==> src/rtl/sobel_pkg.sv <==
// sobel_pkg: shared sequencer states and default image geometry for the Sobel front end.
package sobel_pkg;
    localparam int DEF_IMG_WIDTH  = 640;
    localparam int DEF_IMG_HEIGHT = 480;
    localparam int DEF_CNT_W      = 10;
    typedef enum logic [1:0] {S_IDLE, S_FILL, S_RUN, S_DONE} state_t;
endpackage

==> src/rtl/sobel_window_ctrl_if.sv <==
// sobel_window_ctrl_if: pixel-source handshake and line-buffer/window controls of the sequencer.
interface sobel_window_ctrl_if #(parameter int CNT_W = 10) ();
    logic             sof_i;
    logic             pix_valid_i;
    logic             lb_we_o;
    logic             lb_clr_o;
    logic             win_valid_o;
    logic [CNT_W-1:0] win_row_o;
    logic [CNT_W-1:0] win_col_o;
    logic             busy_o;
    logic             frame_done_o;
    logic             frame_abort_o;
    modport master (output sof_i, pix_valid_i,
                    input  lb_we_o, lb_clr_o, win_valid_o, win_row_o, win_col_o,
                           busy_o, frame_done_o, frame_abort_o);
    modport slave  (input  sof_i, pix_valid_i,
                    output lb_we_o, lb_clr_o, win_valid_o, win_row_o, win_col_o,
                           busy_o, frame_done_o, frame_abort_o);
endinterface

==> src/rtl/sobel_pos_counter.sv <==
// sobel_pos_counter: row/column position of the next accepted pixel, wrapping at the row end and at frame end.
module sobel_pos_counter
    import sobel_pkg::*;
#(
    parameter int IMG_WIDTH  = DEF_IMG_WIDTH,
    parameter int IMG_HEIGHT = DEF_IMG_HEIGHT,
    parameter int CNT_W      = DEF_CNT_W
) (
    input  logic             clk,
    input  logic             rst_n,
    input  logic             i_clr,
    input  logic             i_adv,
    output logic [CNT_W-1:0] o_row,
    output logic [CNT_W-1:0] o_col,
    output logic             o_last
);
    logic w_row_end;
    assign w_row_end = o_col == CNT_W'(IMG_WIDTH - 1);
    assign o_last    = w_row_end && o_row == CNT_W'(IMG_HEIGHT - 1);
    always_ff @(posedge clk or negedge rst_n) begin
        if (!rst_n) begin
            o_row <= '0;
            o_col <= '0;
        end else if (i_clr || (i_adv && o_last)) begin
            o_row <= '0;
            o_col <= '0;
        end else if (i_adv) begin
            o_col <= w_row_end ? '0 : o_col + CNT_W'(1);
            o_row <= w_row_end ? o_row + CNT_W'(1) : o_row;
        end
    end
endmodule

==> src/rtl/sobel_window_ctrl.sv <==
// sobel_window_ctrl: frame sequencer driving line-buffer write/clear and flagging interior 3x3 windows.
module sobel_window_ctrl
    import sobel_pkg::*;
#(
    parameter int IMG_WIDTH  = DEF_IMG_WIDTH,
    parameter int IMG_HEIGHT = DEF_IMG_HEIGHT,
    parameter int CNT_W      = DEF_CNT_W
) (
    input  logic              clk,
    input  logic              rst_n,
    sobel_window_ctrl_if.slave bus
);
    state_t           r_state, w_state_nxt;
    logic             w_abort, w_accept, w_last, w_interior;
    logic [CNT_W-1:0] w_row, w_col;
    logic             r_win_valid, r_frame_abort;
    logic [CNT_W-1:0] r_win_row, r_win_col;

    sobel_pos_counter #(.IMG_WIDTH(IMG_WIDTH), .IMG_HEIGHT(IMG_HEIGHT), .CNT_W(CNT_W)) u_pos (
        .clk(clk), .rst_n(rst_n), .i_clr(w_abort), .i_adv(w_accept),
        .o_row(w_row), .o_col(w_col), .o_last(w_last)
    );

    assign w_abort    = bus.sof_i && (r_state == S_FILL || r_state == S_RUN);
    assign w_accept   = bus.pix_valid_i && !w_abort &&
                        ((r_state == S_IDLE && bus.sof_i) || r_state == S_FILL || r_state == S_RUN);
    assign w_interior = w_row >= CNT_W'(2) && w_col >= CNT_W'(2);

    always_comb begin
        w_state_nxt = r_state;
        case (r_state)
            S_IDLE:  w_state_nxt = w_accept ? S_FILL : S_IDLE;
            S_FILL:  w_state_nxt = w_abort ? S_IDLE
                                 : (w_accept && w_row == CNT_W'(2) && w_col == CNT_W'(2)) ? S_RUN : S_FILL;
            S_RUN:   w_state_nxt = w_abort ? S_IDLE : (w_accept && w_last) ? S_DONE : S_RUN;
            default: w_state_nxt = S_IDLE;
        endcase
    end

    always_ff @(posedge clk or negedge rst_n) begin
        if (!rst_n) begin
            r_state       <= S_IDLE;
            r_win_valid   <= 1'b0;
            r_win_row     <= '0;
            r_win_col     <= '0;
            r_frame_abort <= 1'b0;
        end else begin
            r_state       <= w_state_nxt;
            r_win_valid   <= w_accept && w_interior;
            r_frame_abort <= w_abort;
            if (w_accept && w_interior) begin
                r_win_row <= w_row - CNT_W'(1);
                r_win_col <= w_col - CNT_W'(1);
            end
        end
    end

    // Clear follows reset asynchronously so the line buffers are held clear while rst_n is low.
    assign bus.lb_clr_o      = !rst_n || w_abort;
    assign bus.lb_we_o       = w_accept;
    assign bus.win_valid_o   = r_win_valid;
    assign bus.win_row_o     = r_win_row;
    assign bus.win_col_o     = r_win_col;
    assign bus.busy_o        = r_state == S_FILL || r_state == S_RUN;
    assign bus.frame_done_o  = r_state == S_DONE;
    assign bus.frame_abort_o = r_frame_abort;
endmodule

==> src/flat_wrapper.sv <==
// flat-port wrapper written by rule: the top's interface ports become plain ports
module sobel_window_ctrl_flat import sobel_pkg::*;
#(
    parameter int IMG_WIDTH  = DEF_IMG_WIDTH,
    parameter int IMG_HEIGHT = DEF_IMG_HEIGHT,
    parameter int CNT_W      = DEF_CNT_W
)
  (clk, rst_n, bus_sof_i, bus_pix_valid_i, bus_lb_we_o, bus_lb_clr_o, bus_win_valid_o, bus_win_row_o, bus_win_col_o, bus_busy_o, bus_frame_done_o, bus_frame_abort_o);
  sobel_window_ctrl_if #(.CNT_W(CNT_W)) bus_i ();
  input  logic clk;
  input  logic rst_n;
  input wire logic [$bits(bus_i.sof_i)-1:0] bus_sof_i;
  input wire logic [$bits(bus_i.pix_valid_i)-1:0] bus_pix_valid_i;
  output wire logic [$bits(bus_i.lb_we_o)-1:0] bus_lb_we_o;
  output wire logic [$bits(bus_i.lb_clr_o)-1:0] bus_lb_clr_o;
  output wire logic [$bits(bus_i.win_valid_o)-1:0] bus_win_valid_o;
  output wire logic [$bits(bus_i.win_row_o)-1:0] bus_win_row_o;
  output wire logic [$bits(bus_i.win_col_o)-1:0] bus_win_col_o;
  output wire logic [$bits(bus_i.busy_o)-1:0] bus_busy_o;
  output wire logic [$bits(bus_i.frame_done_o)-1:0] bus_frame_done_o;
  output wire logic [$bits(bus_i.frame_abort_o)-1:0] bus_frame_abort_o;
  assign bus_i.sof_i = bus_sof_i;
  assign bus_i.pix_valid_i = bus_pix_valid_i;
  assign bus_lb_we_o = bus_i.lb_we_o;
  assign bus_lb_clr_o = bus_i.lb_clr_o;
  assign bus_win_valid_o = bus_i.win_valid_o;
  assign bus_win_row_o = bus_i.win_row_o;
  assign bus_win_col_o = bus_i.win_col_o;
  assign bus_busy_o = bus_i.busy_o;
  assign bus_frame_done_o = bus_i.frame_done_o;
  assign bus_frame_abort_o = bus_i.frame_abort_o;
  sobel_window_ctrl #(.IMG_WIDTH(IMG_WIDTH), .IMG_HEIGHT(IMG_HEIGHT), .CNT_W(CNT_W)) u_core (.clk(clk), .rst_n(rst_n), .bus(bus_i));
endmodule
==> config.mk <==
export PLATFORM = sky130hd
export DESIGN_NAME = sobel_window_ctrl_flat
export DESIGN_NICKNAME = d
export VERILOG_FILES = /design/src/rtl/sobel_pkg.sv /design/src/rtl/sobel_window_ctrl_if.sv /design/src/rtl/sobel_pos_counter.sv /design/src/rtl/sobel_window_ctrl.sv /design/src/flat_wrapper.sv
export SDC_FILE = /design/constraint.sdc
export NUM_CORES = 1
export LEC_CHECK = 0
export CORE_MARGIN = 2
export CORE_UTILIZATION = 63
export CTS_BUF_LIST = sky130_fd_sc_hd__clkbuf_4 sky130_fd_sc_hd__clkbuf_8
export CTS_CLUSTER_DIAMETER = 50
export CTS_CLUSTER_SIZE = 20
export DETAILED_ROUTE_END_ITERATION = 6
export PLACE_DENSITY = 0.95
export SETUP_SLACK_MARGIN = 0.15
export SLEW_MARGIN = 0
export SYNTH_ARGS = -nofsm -noshare
export SYNTH_HDL_FRONTEND = slang
export SYNTH_SLANG_ARGS = --single-unit
==> constraint.sdc <==
create_clock -name clk -period 3.07 [get_ports clk]
set_input_delay 0.614 -clock clk [delete_from_list [all_inputs] [get_ports clk]]
set_output_delay 0.614 -clock clk [all_outputs]
set_load 0.02 [all_outputs]
Word-level counts from Yosys, hierarchy flattened:

Cells that the tools add are included.

* add/subtract/negate cells: 4
* multiply operators: 0
* div/mod/pow operators: 0
* order comparisons: 2
* equality and inequality tests: 7
* shifts and indexed selects: 0
* mux-type cells: 12
* bitwise gates (word level): 0
* reductions and logical operators: 21

Operators by type and width (number)
* 10-bit 2-to-1 mux: 6
* 10-bit by 1-bit adder with 10-bit output, second input constant: 2
* 10-bit by 2-bit equality test with 1-bit output, second input constant: 2
* 10-bit by 2-bit greater-or-equal comparator with 1-bit output, second input constant: 2
* 10-bit by 1-bit subtractor with 10-bit output, second input constant: 2
* 10-bit equality test, second input constant: 1
* 10-bit by 9-bit equality test with 1-bit output, second input constant: 1
* 1-bit logical AND: 10
* 2-bit 2-to-1 mux: 3
* 2-bit case mux with 3 select lines: 1
* 1-bit logical OR: 5
* 2-bit equality test, second input constant: 2
* 2-bit nonzero test: 2
* 2-bit by 1-bit equality test with 1-bit output, second input constant: 1
* 1-bit zero test: 2
* 2-bit zero test: 1
* 1-bit 2-to-1 mux: 2
* 2-bit AND reduction: 1

* flip-flop bits (word level): 44
* bits in latches: 0
* RAM bits: 0
* memory bits (read-only): 0
* input bits: 4
* output and inout bits: 26
* word-level logic and storage cells: 53
* memories kept: 0

Depth between registers and ports, before layout:

* depth in word-level cells: 11
* gate-level depth with buffers: 8
* gate-level depth less buffers: 7

By module:

A second synthesis with hierarchy kept.

* cell total of the unflattened synthesis: 239
* area, all modules: 2586.2 µm²

Modules (own cells, without submodules)
* sobel_window_ctrl: times used 1, cells an instance 125, area each 1483.9 µm², seq. area each 600.6 µm²
* sobel_pos_counter: times used 1, cells an instance 114, area each 1102.3 µm², seq. area each 500.5 µm²

Worst setup path after synthesis:

No wires, ideal clock.

* path type: register -> register
* start point: reg u_core.r_state[0]
* end point: reg u_core.r_win_col[2] (netlist: u_core.bus.win_col_o[2])
* setup time: 125 ps
* arrival: 2168 ps
* required time: 2945 ps
* slack: 777 ps
* stages on the path, launching flop included: 9
* buffers on the path: 1
* clock period less this slack: 2293 ps
* path through: dfrtp_1 inv_1 ha_1 nand2_1 nand3_1 inv_1 o311a_1 buf_6 mux2_4

* cells in the longest elaborated chain, start to end: 7
* elaborated cells on any way between the ends: 12
* classes of those cells: 2 x eq/ne; 10 x reduce/logical

RTL lines
* start: declaration: RTL line sobel_window_ctrl.sv:13 `state_t r_state, w_state_nxt;`
* start signal: assignment: RTL line sobel_window_ctrl.sv:48 `r_state <= w_state_nxt;`
* 2-bit by 1-bit equality test with 1-bit output / 2-bit equality test (equally long branches)
* 1-bit logical OR (*)
* named net bus_busy_o: RTL line flat_wrapper.sv:19 `output wire logic [$bits(bus_i.busy_o)-1:0] bus_busy_o;`
* 1-bit logical AND (*): RTL line sobel_window_ctrl.sv:24 `assign w_abort = bus.sof_i && (r_state == S_FILL || r_state == S_RUN);`
* 1-bit zero test (*): RTL line sobel_window_ctrl.sv:25 `assign w_accept = bus.pix_valid_i && !w_abort &&`
* 1-bit logical AND (*) (2 in series): RTL line sobel_window_ctrl.sv:25
* named net bus_lb_we_o: RTL line flat_wrapper.sv:14 `output wire logic [$bits(bus_i.lb_we_o)-1:0] bus_lb_we_o;`
* 1-bit logical AND (*): RTL line sobel_window_ctrl.sv:51 `if (w_accept && w_interior) begin`
* end signal: assignment: RTL line sobel_window_ctrl.sv:53 `r_win_col <= w_col - CNT_W'(1);`
* end: declaration: RTL line sobel_window_ctrl.sv:17 `logic [CNT_W-1:0] r_win_row, r_win_col;`

Mark *: on every way through the listed nets, which the timed path passes. The rest lies on a longest branch.
A chain may end at the register's enable or synchronous reset.

Worst setup path after layout:

* start point: in bus_sof_i
* end point: out bus_lb_we_o

* cells in the longest elaborated chain, start to end: 4
* elaborated cells on any way between the ends: 7
* classes of those cells: 7 x reduce/logical

RTL lines
* start: declaration: RTL line flat_wrapper.sv:12 `input wire logic [$bits(bus_i.sof_i)-1:0] bus_sof_i;`
* 1-bit logical AND (on tied branches): RTL line sobel_window_ctrl.sv:24, sobel_window_ctrl.sv:26
* 1-bit zero test / 1-bit logical OR (equally long branches): RTL line sobel_window_ctrl.sv:25, sobel_window_ctrl.sv:26
* 1-bit logical AND / 1-bit logical OR (equally long branches): RTL line sobel_window_ctrl.sv:25, sobel_window_ctrl.sv:26
* 1-bit logical AND (*): RTL line sobel_window_ctrl.sv:25
* end: declaration: RTL line flat_wrapper.sv:14

Mark *: on every way between the ends. The rest lies on a longest branch, timed or not.

==> metrics.yaml <==
yosys_warnings: 0
synth-edff-count: 0
crit_arrival_ns: 2.13
core_mm2: 0.00400
fill_cells: 257
fin_cells: 328
place_inst: 320
first_pass_iters: 5
die-height_um: 68.6
finalSetupViolCount: 0
ys_types: 47
period_share_pct: 89.5
routedWlPerCell_um: 18.3
insertion_delay_ns: 0.30
r2r-start: "u_core.u_pos.o_col[1]"
grt_pass1_wl_um: 9750
io_buffers: 29
cts.repair.resized: 0
clock_sinks: 44
track_usage_pct: 28.3
required_ns: 2.46
cts_hold_buf: 0
avgSynthCellArea_um2: 10.4
fin_nets: 291
power_leakage_nw: 1.35
worstSetupPathType: "in -> out"
vias_per_cell: 6.42
num_io_pins: 30
cp_common_cell: "clkdlybuf4s50_1"
crit_start: "bus_sof_i"
max_stage_delay_ns: 0.53
multiInputGateArea_mm2: 0.00137
cts_root_buf: "clkbuf_8"
drc: 0
clk_pin_slew_ns: 0.08
hold_violations: 0
report.final.slew_viol_count: 0
finalClockSkew_ns: 0.00644
cts_buffers: 5
start_util_pct: 65.7
netlist_instances: 252
vias: 2106
antenna_cells: 0
antenna_found_initial: 0
grt_pass1_vias: 1987
p_sw_share_pct: 35.0
drt_wl_total_um: 6000
cts_tree: "done"
overflow: 0
internal_power_w: 0.00105
synthFlopType: "dfrtp_1"
layout-drive-gt1-share_pct: 14.4
drt-initial-drc-count: 173
syn_nets: 266
fin_crit_ns: 2.75
synth_area_mm2: 0.00263
combPwrFrac_pct: 31.9
syn_to_final_growth_pct: 15.8
peakVddDrop_v: 0.000349
max_cap_viol_count: 0
ys_seq_area_share_pct: 41.9
outcome: "finished, final reports clean"
dieArea_mm2: 0.00470
die_w_um: 68.6
async_flop_share_pct: 100
fin_setup_tns_ns: 0
clock_power_share_pct: 27.4
postRouteAntennaNets: 0
num_rows: 23
grt_max_degree: 45
hold_class: "in -> async"
rsz0062_at_grt: "no"
p_seq_share_pct: 40.7
crit_path_cell_trace: "clkdlybuf4s50_1 -> a211o_1 -> nand3_1 -> inv_1 -> clkdlybuf4s50_1"
slew_headroom_pct: 48.9
ys_seq_elements: 44
cp_slowest_cell: "clkdlybuf4s50_1"
end_kind: "output pin"
fmax_mhz: 364
worst_pin_slew_ns: 0.759
hpwl_um: 4050
cp-start-kind: "input port"
ctsHtreeMaxLevel: 2
gp_congestion: 0.946
clk_path_buf_depth: 2
seq_area_mm2: 0.00110
powerDensity_mw_per_mm2: 531
crit_path_max_fanout: 5
cts_setup_buffers: 0
switching_power_w: 0.000564
## synthesized netlist by cell type, types with 2 or more instances
master,count,area (um2)
dfrtp_1,44,1100
nand2_1,22,82.6
mux2_4,17,255
nand3_1,13,65.1
a21oi_1,12,60.1
inv_1,11,41.3
ha_1,10,125
nor2_1,10,37.5
xnor2_1,9,78.8
clkbuf_1,8,30.0
o31ai_1,7,52.6
or4_1,7,52.6
nor4_1,6,37.5
or3_1,6,37.5
xor2_1,6,52.6
buf_2,5,25.0
nand4_1,5,31.3
o21ai_0,5,25.0
mux2i_1,4,40.0
nor3_1,4,20.0
a32o_1,3,30.0
buf_6,3,33.8
nand2b_1,3,18.8
nand3b_1,3,22.5
a211o_1,2,17.5
and4_1,2,17.5
nand4b_1,2,17.5
nor4_4,2,42.5
o211ai_1,2,15.0
o22ai_1,2,12.5
## flip-flops by register name, summed over array words and instances, names as in the netlist
name,count
u_core.bus.win_valid_o,1
u_core.bus.frame_abort_o,1
u_core.bus.win_col_o,10
u_core.bus.win_row_o,10
u_core.u_pos.o_row,10
u_core.r_state,2
u_core.u_pos.o_col,10
## kinds of logic after synthesis
group / synth area share, %
compound gates: 10.6
xor+xnor: 5.00
mux: 11.7
buf+inv: 5.76
fa+ha+maj: 4.76
simple gates: 20.3
flops: 41.9
## power by group through the flow
stage	Combinational, W	Clock [W]	Sequential, W
final	0.000515	0.000441	0.000657
after global routing	0.000565	0.000476	0.000662
after CTS	0.000512	0.000445	0.000656
after detailed placement	0.000503	0	0.000666
after global placement	0.000468	0	0.000664
after floorplan	0.000351	0	0.000646
## area by class of cell
cell class	instances	share of cell area, %
tap	50	2.06
timing repair buffer	36	11.5
clock inverter	3	1.40
clock buffer	5	2.26
multi-input combinational	179	45.2
sequential	44	36.2
inverter	11	1.36
## path summary, 6_finish.rpt
check	end	slack, ns	cells past startpoint
worst min register to register	u_core.bus.win_col_o[0]	0.52	1
min in group clk	u_core.bus.win_col_o[0]	0.52	1
worst min-delay path	u_core.u_pos.o_row[9]	0.39	2
max in group asynchronous	u_core.bus.win_row_o[0]	2.29	2
worst max register to register	u_core.u_pos.o_col[7]	0.70	5
worst max-delay path	bus_lb_we_o	0.32	5
## routing by layer
layer / vias to the layer above / wire [um] / GRT usage [%]
met5: - / 0 / 0
met4: 0 / 136 / 10.3
met3: 20 / 418 / 5.84
met2: 113 / 2970 / 45.4
met1: 1009 / 2470 / 37.8
li1: 964 / - / -
## worst max-delay path, delay by kind of cell
kind	cells	cell delay [ns]
buf+inv	3	1.04
compound gates	1	0.36
simple gates	1	0.12
## layout by cell type (no fill, tap or decap), drive strengths merged, types with 3 or more instances in the layout
| cell | synthesis | routed |
|---|---|---|
| a211o | 3 | 3 |
| a21oi | 12 | 12 |
| a32o | 3 | 3 |
| buf | 9 | 8 |
| clkbuf | 9 | 5 |
| clkdlybuf4s50 | 0 | 28 |
| dfrtp | 44 | 44 |
| ha | 10 | 10 |
| inv | 11 | 11 |
| mux2 | 18 | 18 |
| mux2i | 4 | 4 |
| nand2 | 22 | 22 |
| nand2b | 3 | 3 |
| nand3 | 13 | 13 |
| nand3b | 3 | 3 |
| nand4 | 5 | 5 |
| nor2 | 10 | 10 |
| nor3 | 4 | 4 |
| nor4 | 8 | 8 |
| o21ai | 6 | 6 |
| o31ai | 7 | 7 |
| or3 | 7 | 7 |
| or4 | 8 | 8 |
| xnor2 | 9 | 9 |
| xor2 | 6 | 6 |
## per-stage QoR
step                      worst slack [ns]  hold WS [ns]  instance area [um2]  power [W]  util, %
after floorplan                      0.777         0.318                 2630   0.000997        -
after global placement               0.336         0.492                 2930    0.00113     73.2
after detailed placement             0.329         0.496                 2930    0.00117     73.2
after CTS                            0.324         0.425                 3040    0.00161     76.0
after global routing                 0.225         0.434                 3040    0.00170     76.0
final                                0.322         0.390                 3040    0.00161     76.0
No activity file was read; power rests on OpenSTA's default activity.
